$ cat config.mk
export PLATFORM = sky130hd
export DESIGN_NAME = jtdd_rom_arb
export DESIGN_NICKNAME = d
export VERILOG_FILES = /design/src/rtl/jtdd_rom_arb_pkg.sv /design/src/rtl/jtdd_rom_slot.sv /design/src/rtl/jtdd_rom_arb.sv
export SDC_FILE = /design/constraint.sdc
export NUM_CORES = 1
export LEC_CHECK = 0
export CAP_MARGIN = 20
export CORE_UTILIZATION = 25
export DETAILED_ROUTE_END_ITERATION = 8
export SLEW_MARGIN = 10
export SYNTH_ARGS = -nofsm -noshare
export SYNTH_HDL_FRONTEND = slang
export SYNTH_SLANG_ARGS = --single-unit
$ cat constraint.sdc
create_clock -name clk -period 3 [get_ports clk]
set_clock_uncertainty 0.2 [all_clocks]
set_input_delay 0.6 -clock clk [delete_from_list [all_inputs] [get_ports clk]]
set_output_delay 0.6 -clock clk [all_outputs]
set_load 0.05 [all_outputs]
$ cat src/rtl/jtdd_rom_arb_pkg.sv
// Shared types and constants for the graphics ROM arbiter: slot ids, FSM
// states, default region offsets and the rotating slot picker.
package jtdd_rom_arb_pkg;

  typedef enum logic [1:0] {
    SLOT_SCR  = 2'd0,
    SLOT_CHR  = 2'd1,
    SLOT_OBJ  = 2'd2,
    SLOT_NONE = 2'd3
  } slot_e;

  typedef enum logic [1:0] {
    ST_IDLE = 2'd0,
    ST_REQ  = 2'd1,
    ST_WAIT = 2'd2
  } state_e;

  localparam logic [21:0] DEF_SCR_OFFSET = 22'h00000;
  localparam logic [21:0] DEF_CHR_OFFSET = 22'h20000;
  localparam logic [21:0] DEF_OBJ_OFFSET = 22'h28000;

  // First missing slot in scr->chr->obj order, starting just after last.
  function automatic slot_e pick_slot(input slot_e last, input logic [2:0] miss);
    logic [1:0] cand;
    pick_slot = SLOT_NONE;
    cand      = last;
    for (int k = 0; k < 3; k++) begin
      cand = (cand == 2'd2) ? 2'd0 : cand + 2'd1;
      if (miss[cand] && (pick_slot == SLOT_NONE)) begin
        pick_slot = slot_e'(cand);
      end
    end
  endfunction

endpackage

$ cat src/rtl/jtdd_rom_slot.sv
// One-word read cache for a single fetcher; flags a hit when the requested
// address matches the cached one.
module jtdd_rom_slot import jtdd_rom_arb_pkg::*; #(
  parameter int AW = 17
) (
  input  logic          clk,
  input  logic          rst,
  input  logic          cs_i,
  input  logic [AW-1:0] addr_i,
  input  logic          we_i,
  input  logic [AW-1:0] fill_addr_i,
  input  logic [15:0]   fill_data_i,
  output logic [15:0]   data_o,
  output logic          ok_o,
  output logic          miss_o
);

  logic [AW-1:0] cache_addr_q;
  logic [15:0]   cache_data_q;
  logic          valid_q;

  always_ff @(posedge clk or negedge rst) begin
    if (!rst) begin
      cache_addr_q <= '0;
      cache_data_q <= 16'h0000;
      valid_q      <= 1'b0;
    end else if (we_i) begin
      cache_addr_q <= fill_addr_i;
      cache_data_q <= fill_data_i;
      valid_q      <= 1'b1;
    end
  end

  assign ok_o   = cs_i && valid_q && (addr_i == cache_addr_q);
  assign miss_o = cs_i && !ok_o;
  assign data_o = cache_data_q;

endmodule

$ cat src/rtl/jtdd_rom_arb.sv
// Shares one 16-bit ROM read port between scroll, char and object fetchers,
// serving cache misses one at a time in round-robin order.
module jtdd_rom_arb import jtdd_rom_arb_pkg::*; #(
  parameter int                 ROM_AW     = 22,
  parameter int                 SCR_AW     = 17,
  parameter int                 CHR_AW     = 15,
  parameter int                 OBJ_AW     = 18,
  parameter logic [ROM_AW-1:0]  SCR_OFFSET = ROM_AW'(DEF_SCR_OFFSET),
  parameter logic [ROM_AW-1:0]  CHR_OFFSET = ROM_AW'(DEF_CHR_OFFSET),
  parameter logic [ROM_AW-1:0]  OBJ_OFFSET = ROM_AW'(DEF_OBJ_OFFSET)
) (
  input  logic              clk,
  input  logic              rst,
  input  logic [SCR_AW-1:0] scr_addr,
  input  logic              scr_cs,
  output logic [15:0]       scr_data,
  output logic              scr_ok,
  input  logic [CHR_AW-1:0] chr_addr,
  input  logic              chr_cs,
  output logic [15:0]       chr_data,
  output logic              chr_ok,
  input  logic [OBJ_AW-1:0] obj_addr,
  input  logic              obj_cs,
  output logic [15:0]       obj_data,
  output logic              obj_ok,
  output logic [ROM_AW-1:0] rom_addr,
  output logic              rom_req,
  input  logic              rom_ack,
  input  logic              rom_rdy,
  input  logic [15:0]       rom_dout
);

  localparam int LAT_AW = (SCR_AW > CHR_AW) ? ((SCR_AW > OBJ_AW) ? SCR_AW : OBJ_AW)
                                            : ((CHR_AW > OBJ_AW) ? CHR_AW : OBJ_AW);

  state_e              state_q, state_d;
  slot_e               slot_q, slot_d;
  slot_e               last_q, last_d;
  slot_e               next_slot_s;
  logic [LAT_AW-1:0]   lat_addr_q, lat_addr_d;
  logic                rom_req_q, rom_req_d;
  logic [ROM_AW-1:0]   rom_addr_q, rom_addr_d;
  logic [2:0]          miss_s;
  logic [2:0]          we_s;
  logic                fill_s;

  jtdd_rom_slot #(.AW(SCR_AW)) u_scr (
    .clk(clk), .rst(rst), .cs_i(scr_cs), .addr_i(scr_addr), .we_i(we_s[0]),
    .fill_addr_i(lat_addr_q[SCR_AW-1:0]), .fill_data_i(rom_dout),
    .data_o(scr_data), .ok_o(scr_ok), .miss_o(miss_s[0])
  );

  jtdd_rom_slot #(.AW(CHR_AW)) u_chr (
    .clk(clk), .rst(rst), .cs_i(chr_cs), .addr_i(chr_addr), .we_i(we_s[1]),
    .fill_addr_i(lat_addr_q[CHR_AW-1:0]), .fill_data_i(rom_dout),
    .data_o(chr_data), .ok_o(chr_ok), .miss_o(miss_s[1])
  );

  jtdd_rom_slot #(.AW(OBJ_AW)) u_obj (
    .clk(clk), .rst(rst), .cs_i(obj_cs), .addr_i(obj_addr), .we_i(we_s[2]),
    .fill_addr_i(lat_addr_q[OBJ_AW-1:0]), .fill_data_i(rom_dout),
    .data_o(obj_data), .ok_o(obj_ok), .miss_o(miss_s[2])
  );

  always_ff @(posedge clk or negedge rst) begin
    if (!rst) begin
      state_q    <= ST_IDLE;
      slot_q     <= SLOT_NONE;
      last_q     <= SLOT_OBJ;
      lat_addr_q <= '0;
      rom_req_q  <= 1'b0;
      rom_addr_q <= '0;
    end else begin
      state_q    <= state_d;
      slot_q     <= slot_d;
      last_q     <= last_d;
      lat_addr_q <= lat_addr_d;
      rom_req_q  <= rom_req_d;
      rom_addr_q <= rom_addr_d;
    end
  end

  always_comb begin
    state_d     = state_q;
    slot_d      = slot_q;
    last_d      = last_q;
    lat_addr_d  = lat_addr_q;
    rom_req_d   = rom_req_q;
    rom_addr_d  = rom_addr_q;
    fill_s      = 1'b0;
    next_slot_s = pick_slot(last_q, miss_s);
    case (state_q)
      ST_IDLE: begin
        if (next_slot_s != SLOT_NONE) begin
          state_d   = ST_REQ;
          slot_d    = next_slot_s;
          rom_req_d = 1'b1;
          case (next_slot_s)
            SLOT_SCR: begin
              lat_addr_d = LAT_AW'(scr_addr);
              rom_addr_d = SCR_OFFSET + ROM_AW'(scr_addr);
            end
            SLOT_CHR: begin
              lat_addr_d = LAT_AW'(chr_addr);
              rom_addr_d = CHR_OFFSET + ROM_AW'(chr_addr);
            end
            SLOT_OBJ: begin
              lat_addr_d = LAT_AW'(obj_addr);
              rom_addr_d = OBJ_OFFSET + ROM_AW'(obj_addr);
            end
            default: begin
              lat_addr_d = lat_addr_q;
              rom_addr_d = rom_addr_q;
            end
          endcase
        end else begin
          rom_req_d = 1'b0;
        end
      end
      ST_REQ: begin
        if (rom_ack) begin
          rom_req_d = 1'b0;
          // ack and rdy together complete the fetch without visiting WAIT
          if (rom_rdy) begin
            fill_s  = 1'b1;
            state_d = ST_IDLE;
            last_d  = slot_q;
          end else begin
            state_d = ST_WAIT;
          end
        end else begin
          rom_req_d = 1'b1;
        end
      end
      ST_WAIT: begin
        if (rom_rdy) begin
          fill_s  = 1'b1;
          state_d = ST_IDLE;
          last_d  = slot_q;
        end else begin
          state_d = ST_WAIT;
        end
      end
      default: begin
        state_d   = ST_IDLE;
        rom_req_d = 1'b0;
      end
    endcase
  end

  assign we_s[0]  = fill_s && (slot_q == SLOT_SCR);
  assign we_s[1]  = fill_s && (slot_q == SLOT_CHR);
  assign we_s[2]  = fill_s && (slot_q == SLOT_OBJ);
  assign rom_req  = rom_req_q;
  assign rom_addr = rom_addr_q;

endmodule
==> impl_metrics.json, run 1 <==
{
  "grt_pass1_wl_um": 27170,
  "grt.overflow.total": 0,
  "rsz0062_at_grt": "true",
  "drt_wl_total_um": 17460,
  "die_h_um": 158.1,
  "die_w_um": 158.1,
  "worst_slack_ns": -0.2086,
  "drt-met1-wl_um": 7324,
  "fillers": 2334,
  "syn_avg_cell_area_sq_um": 12.26,
  "syn_area_sq_um": 6092,
  "drc": 0,
  "ys.flop_type": "dfrtp_1",
  "cts_tree": "yes",
  "required_ns": 3.13,
  "cp_num_buf_inv": 4,
  "setup_viol": 24,
  "dr_wl_met2_um": 8790,
  "yosysWarnings": 0,
  "min_from": "lat_addr_q[17]$_DFFE_PN0P_",
  "rr_startpoint": "u_obj.cache_addr_q[3]$_DFFE_PN0P_",
  "hold_class": "reg2reg",
  "status": "complete, but fails checks",
  "worstSetupPathType": "in2reg",
  "syn_to_final_growth_pct": 53.67,
  "worst_slew_pin_slew_ns": 0.5331,
  "cts_buffers": 17,
  "clock_path_buffers": 2,
  "power_mw": 10.26,
  "fmax_ghz": 0.3117,
  "slew_violations": 0,
  "power.internal_mw": 6.097,
  "startpoint": "obj_addr[14]",
  "antenna_found_initial": 1,
  "final_cells": 1019,
  "detail_route.vias_per_cell": 4.435,
  "slowest_stage": "clkdlybuf4s50_1",
  "p_clk_frac": 0.203,
  "final_common_cell": "dfrtp_1",
  "synth_cells": 497,
  "max_stage_delay_ns": 0.52,
  "die-area_sq_um": 25000,
  "slew_headroom": 0.6435,
  "violations": "setup timing",
  "post-route-period-util": 1.070,
  "crit_fanout": 13,
  "cellLeakagePower_nw": 4.112,
  "start_util": 0.2572,
  "clock_sinks": 130,
  "hold_violations": 0,
  "boundaryPins": 147,
  "clock_latency_ns": 0.41,
  "grt_max_degree": 64,
  "power_density_nw_per_um2": 1096,
  "core_area_sq_um": 23680,
  "multi_input_area_sq_um": 2920,
  "seqCellArea_sq_um": 3257,
  "async_flop_share": 1.000,
  "synth_seq_cells": 130,
  "final_cell_mix": "127 x dfrtp_1, 104 x clkdlybuf4s50_1, 98 x mux2_2, 47 x buf_4, 29 x xor2_1",
  "dr.pass1.iters": 4,
  "drive_above_1_share": 0.3763,
  "path_clk_slew_ns": 0.06,
  "synth_cell_types": 42,
  "maxCapViolCount": 0,
  "placed_cells": 977,
  "wl_met3_um": 1044,
  "grt_pass1_vias": 4771,
  "post-dp-hpwl_um": 12360,
  "sequentialPowerShare": 0.302,
  "cp_top_family": "buffers and inverters",
  "start_kind": "primary input",
  "ir_worst_vdd_mv": 0.4662,
  "vias": 4519,
  "swShare": 0.4059,
  "critPathCaptureType": "flip-flop",
  "fp-row-count": 56,
  "antenna_left": 0,
  "gp_congestion": 0.7731,
  "final.min_clock_period_ns": 3.209,
  "top_layer": "met4",
  "critPathArrivalTime_ns": 3.34,
  "layout.nets": 771,
  "ys_seq_area_frac": 0.5346,
  "wire_per_inst_um": 17.14,
  "synth_edf_count": 0,
  "p_sw_mw": 4.165,
  "cts-root-buf": "clkbuf_16",
  "port_buffers": 143,
  "combPwrFrac": 0.495,
  "grt_usage": 0.1475,
  "crit_path_frequent_cell": "buf_4",
  "drt_iter0_markers": 135,
  "h-tree-depth": 4,
  "crit_chain": "clkdlybuf4s50_1, xnor2_1, nand4_1, buf_4, nor4_4, and2_4, a311oi_2, buf_4, o21a_1, ha_4, nor3b_4, buf_12, a22oi_1, o21ai_1"
}
## power by group through the flow
stage                     clock, mW  combinational [mW]  sequential [mW]
after detailed placement          0                4.69             3.11
after global routing           2.22                5.38             3.22
after CTS                      2.15                4.88             3.10
after floorplan                   0                2.07             4.13
final                          2.08                5.08             3.10
after global placement            0                4.66             3.08
## worst reg2reg max path: stages, from the launching register on
cell and delay (ns):
dfrtp_1 0.38, xor2_1 0.17, or4_4 0.53, nor4_4 0.30, and2_4 0.19, a311oi_2 0.05, buf_4 0.16, o21a_1 0.19
ha_4 0.30, nor3b_4 0.25, buf_12 0.19, a22oi_1 0.08, o21ai_1 0.11
## metal layers
layer / vias to the layer above / GRT usage
li1: 2105 / -
met5: - / 0
met1: 2288 / 0.1813
met4: 0 / 0.05037
met3: 20 / 0.04626
met2: 106 / 0.2429
## flip-flops by register name, summed over array words and instances (netlist names), 4 cells and up
signal,cells
u_obj.data_o,16
u_chr.data_o,16
u_obj.cache_addr_q,18
u_chr.cache_addr_q,15
rom_addr,4
lat_addr_q,18
u_scr.data_o,16
u_scr.cache_addr_q,17
## final timing paths
path | endpoint | slack [ns] | cells after the start
min in group asynchronous | u_obj.data_o[7]$_DFFE_PN0P_ | 0.49 | 2
worst max register to register | lat_addr_q[10]$_DFFE_PN0P_ | -0.19 | 12
worst max-delay path | lat_addr_q[10]$_DFFE_PN0P_ | -0.21 | 14
worst min-delay path | lat_addr_q[17]$_DFFE_PN0P_ | 0.27 | 2
max in group asynchronous | u_obj.cache_addr_q[7]$_DFFE_PN0P_ | 1.40 | 3
worst min register to register | lat_addr_q[17]$_DFFE_PN0P_ | 0.27 | 2
## stage by stage
stage                     area, sq um  hold WS (ns)  setup TNS, ns  setup slack (ns)  utilization
after global placement           8325        0.2519         -18.87           -0.7694       0.3515
after CTS                        9112        0.2738         -2.365           -0.1629       0.3848
final                            9361        0.2709         -3.149           -0.2086       0.3953
after detailed placement         8325        0.2612         -19.55           -0.7798       0.3515
after floorplan                  6227        0.1044         -4.492           -0.2414            -
after global routing             9359        0.2744         -5.779           -0.3149       0.3952
## cells by family (layout without fill, tap and decap cells)
| logic type | count (synthesis) | after routing | share of synthesized area |
|---|---|---|---|
| AOI/OAI and AO/OA | 71 | 71 | 0.07394 |
| xor gates and xnor gates | 51 | 51 | 0.07332 |
| DFF | 130 | 130 | 0.5346 |
| other | 1 | 4 | 0.0006156 |
| adders and majority gates | 8 | 8 | 0.01643 |
| muxes | 98 | 98 | 0.1811 |
| and+or+nand+nor | 91 | 91 | 0.07681 |
| buffers and inverters | 47 | 247 | 0.04313 |
## cells in the mapped netlist, types with 3 or more instances
cell / number / area (sq um)
xor2_1: 34 / 297.8
clkbuf_1: 12 / 45.04
nand2_1: 30 / 112.6
ha_1: 8 / 100.1
nor4_1: 8 / 50.05
mux2_2: 98 / 1104
buf_2: 6 / 30.03
o21a_1: 3 / 22.52
o21ai_0: 21 / 105.1
nand4_1: 6 / 37.54
dfstp_2: 3 / 78.83
nand3_1: 3 / 15.01
nor2b_1: 4 / 25.02
nor2_1: 25 / 93.84
inv_1: 7 / 26.28
dfrtp_1: 127 / 3178
buf_4: 21 / 157.7
or2_2: 4 / 25.02
a221oi_1: 3 / 26.28
xnor2_1: 17 / 148.9
a22oi_1: 14 / 105.1
a21oi_1: 20 / 100.1
## repair_timing
action / CTS / global route
resized for setup: 68 / 50
setup buffers: 6 / 5
pin swaps: 18 / 14
hold buffers: 1 / 0
cloned: 1 / 1
hold endpoints to repair: 32 / 0
endpoints found under the setup margin: 30 / 30
## final cells by class
cell class	count	area share
antenna	1	0.0002673
clock buffer	23	0.05213
clock inverter	5	0.01096
inverter	7	0.003074
multi-input combinational	322	0.3119
sequential	130	0.3479
tap	319	0.04264
timing repair buffer	212	0.2311
Power figures use the tool's default switching activity.
==> run 2, diff against run 1 <==
CORE_UTILIZATION = 37   (was 25)
==> impl_metrics.json, run 2 (synthesized netlist as in run 1, its figures left out) <==
{
  "power_mw": 10.55,
  "sequentialPowerShare": 0.299,
  "drt_iter0_markers": 192,
  "post-dp-hpwl_um": 11490,
  "swShare": 0.4143,
  "core_area_sq_um": 16000,
  "wire_per_inst_um": 18.48,
  "final.min_clock_period_ns": 3.104,
  "stdcell_area_sq_um": 9449,
  "r2r_end": "lat_addr_q[14]$_DFFE_PN0P_",
  "crit_fanout": 2,
  "path_clk_slew_ns": 0.06,
  "fmax_ghz": 0.3222,
  "clock_latency_ns": 0.42,
  "cts-root-buf": "clkbuf_16",
  "slew_headroom": 0.5004,
  "post-route-period-util": 1.035,
  "worstSetupPathType": "in2out",
  "cts_buffers": 17,
  "rr_worst_depth": 13,
  "setup_viol": 19,
  "hold_class": "in2async",
  "violations": "setup timing",
  "slowest_stage": "clkdlybuf4s50_1",
  "cellLeakagePower_nw": 4.218,
  "cp-endpoint": "scr_ok",
  "cts_tree": "yes",
  "rrSetupSlack_ns": -0.03,
  "fp-row-count": 46,
  "h-tree-depth": 4,
  "grt.overflow.total": 0,
  "drive_above_1_share": 0.4174,
  "cp.depth": 7,
  "fin_setup_tns_ns": -0.7155,
  "status": "complete, but fails checks",
  "start_util": 0.3807,
  "die_h_um": 130.3,
  "slew_violations": 0,
  "whs_ns": 0.02711,
  "power.internal_mw": 6.180,
  "cp_num_buf_inv": 4,
  "cp_top_family": "buffers and inverters",
  "grt_pass1_wl_um": 27060,
  "combPwrFrac": 0.488,
  "ir_worst_vdd_mv": 0.7972,
  "reg_top3": "lat_addr_q: 18 flops, u_obj.cache_addr_q: 18 flops, u_scr.cache_addr_q: 17 flops",
  "clock_path_buffers": 2,
  "max_stage_delay_ns": 0.44,
  "crit_path_frequent_cell": "buf_4",
  "crit_chain": "clkdlybuf4s50_1, xnor2_1, nand4_1, buf_4, nor4_4, buf_4, buf_12",
  "worst_slew_pin_slew_ns": 0.7493,
  "clock_sinks": 130,
  "layout.nets": 782,
  "rr_startpoint": "u_obj.cache_addr_q[3]$_DFFE_PN0P_",
  "start_kind": "primary input",
  "gp_congestion": 0.8771,
  "vias": 4629,
  "post_dp_cell_area_sq_um": 8194,
  "die-area_sq_um": 16980,
  "boundaryPins": 147,
  "p_sw_mw": 4.372,
  "detail_route.vias_per_cell": 4.967,
  "final_common_cell": "dfrtp_1",
  "rsz0062_at_grt": "true",
  "drc": 0,
  "grt_pass1_vias": 5063,
  "drt_wl_total_um": 17220,
  "critPathArrivalTime_ns": 2.30,
  "place_ws_ns": -0.8895,
  "final_cell_mix": "127 x dfrtp_1, 98 x mux2_2, 96 x clkdlybuf4s50_1, 61 x buf_4, 29 x nand2_1",
  "dr.pass1.iters": 4,
  "maxCapViolCount": 0,
  "antenna_found_initial": 2,
  "hold_violations": 0,
  "die_w_um": 130.3,
  "required_ns": 2.20,
  "grt_max_degree": 131,
  "p_clk_frac": 0.213,
  "worst_slack_ns": -0.1037,
  "antenna_left": 0,
  "critPathCaptureType": "primary output",
  "holdBufCountCts": 0,
  "syn_to_final_growth_pct": 55.10,
  "port_buffers": 143,
  "grt_usage": 0.2167,
  "startpoint": "scr_addr[15]",
  "power_density_nw_per_um2": 1117
}
run 2: through the flow:
| step | util | instances |
|---|---|---|
| floorplan | - | 499 |
| global placement | 0.5121 | 879 |
| detailed placement | 0.5121 | 879 |
| CTS | 0.5787 | 929 |
| global route | 0.5904 | 931 |
| finish | 0.5906 | 932 |
run 2: final cells by class:
class | instances | area, sq um
Timing Repair Buffer | 223 | 2181
Clock inverter | 14 | 200.2
Tap cell | 216 | 270.3
Multi-Input combinational cell | 322 | 3070
Antenna cell | 2 | 5.005
Sequential cell | 130 | 3257
Clock buffer | 18 | 439.2
Inverter | 7 | 26.28
Fill cell | 1334 | 6551
run 2: worst min path at each step:
stage	startpoint	end	slack (ns)	cells after the start
final	rst	u_chr.cache_addr_q[6]$_DFFE_PN0P_	0.03	2
after global routing	rst	u_chr.cache_addr_q[6]$_DFFE_PN0P_	0.1	2
after CTS	rst	u_obj.cache_addr_q[6]$_DFFE_PN0P_	0.12	2
after detailed placement	u_chr.valid_q$_DFFE_PN0P_	u_chr.valid_q$_DFFE_PN0P_	0.25	1
after global placement	lat_addr_q[17]$_DFFE_PN0P_	lat_addr_q[17]$_DFFE_PN0P_	0.25	2
after floorplan	rst	last_q[0]$_DFFE_PN0P_	0.10	0
run 2: what timing repair did:
action	4_1_cts	5_1_grt
buffers inserted	17	7
hold endpoints to repair	0	0
endpoints found under the setup margin	30	28
cloned	1	1
gates resized for setup	107	45
pin swaps	33	31
run 2: layer usage:
metal	track usage	up-vias	routed length (um)
met2	0.3711	117	8840
met3	0.06437	20	889
met4	0.06498	0	286
met5	0	-	0
met1	0.2626	2375	7205
li1	-	2117	-
run 2: worst reg2reg max path, cell delays in order (launching register included):
cell and delay (ns):
dfrtp_1 0.40, xor2_2 0.17, or4_4 0.53, nor4_4 0.15, buf_4 0.18, a211oi_4 0.06
o22ai_2 0.23, inv_2 0.10, ha_4 0.17, nand2b_4 0.17, nor3b_4 0.26, buf_6 0.20
a22oi_2 0.07, o21ai_1 0.08
run 2: power groups by stage:
stage / clock network [mW] / logic [mW] / registers, mW
global route: 2.36 / 5.44 / 3.26
CTS: 2.29 / 4.99 / 3.14
floorplan: 0 / 2.07 / 4.13
global placement: 0 / 4.57 / 3.09
detailed placement: 0 / 4.64 / 3.12
finish: 2.24 / 5.15 / 3.16
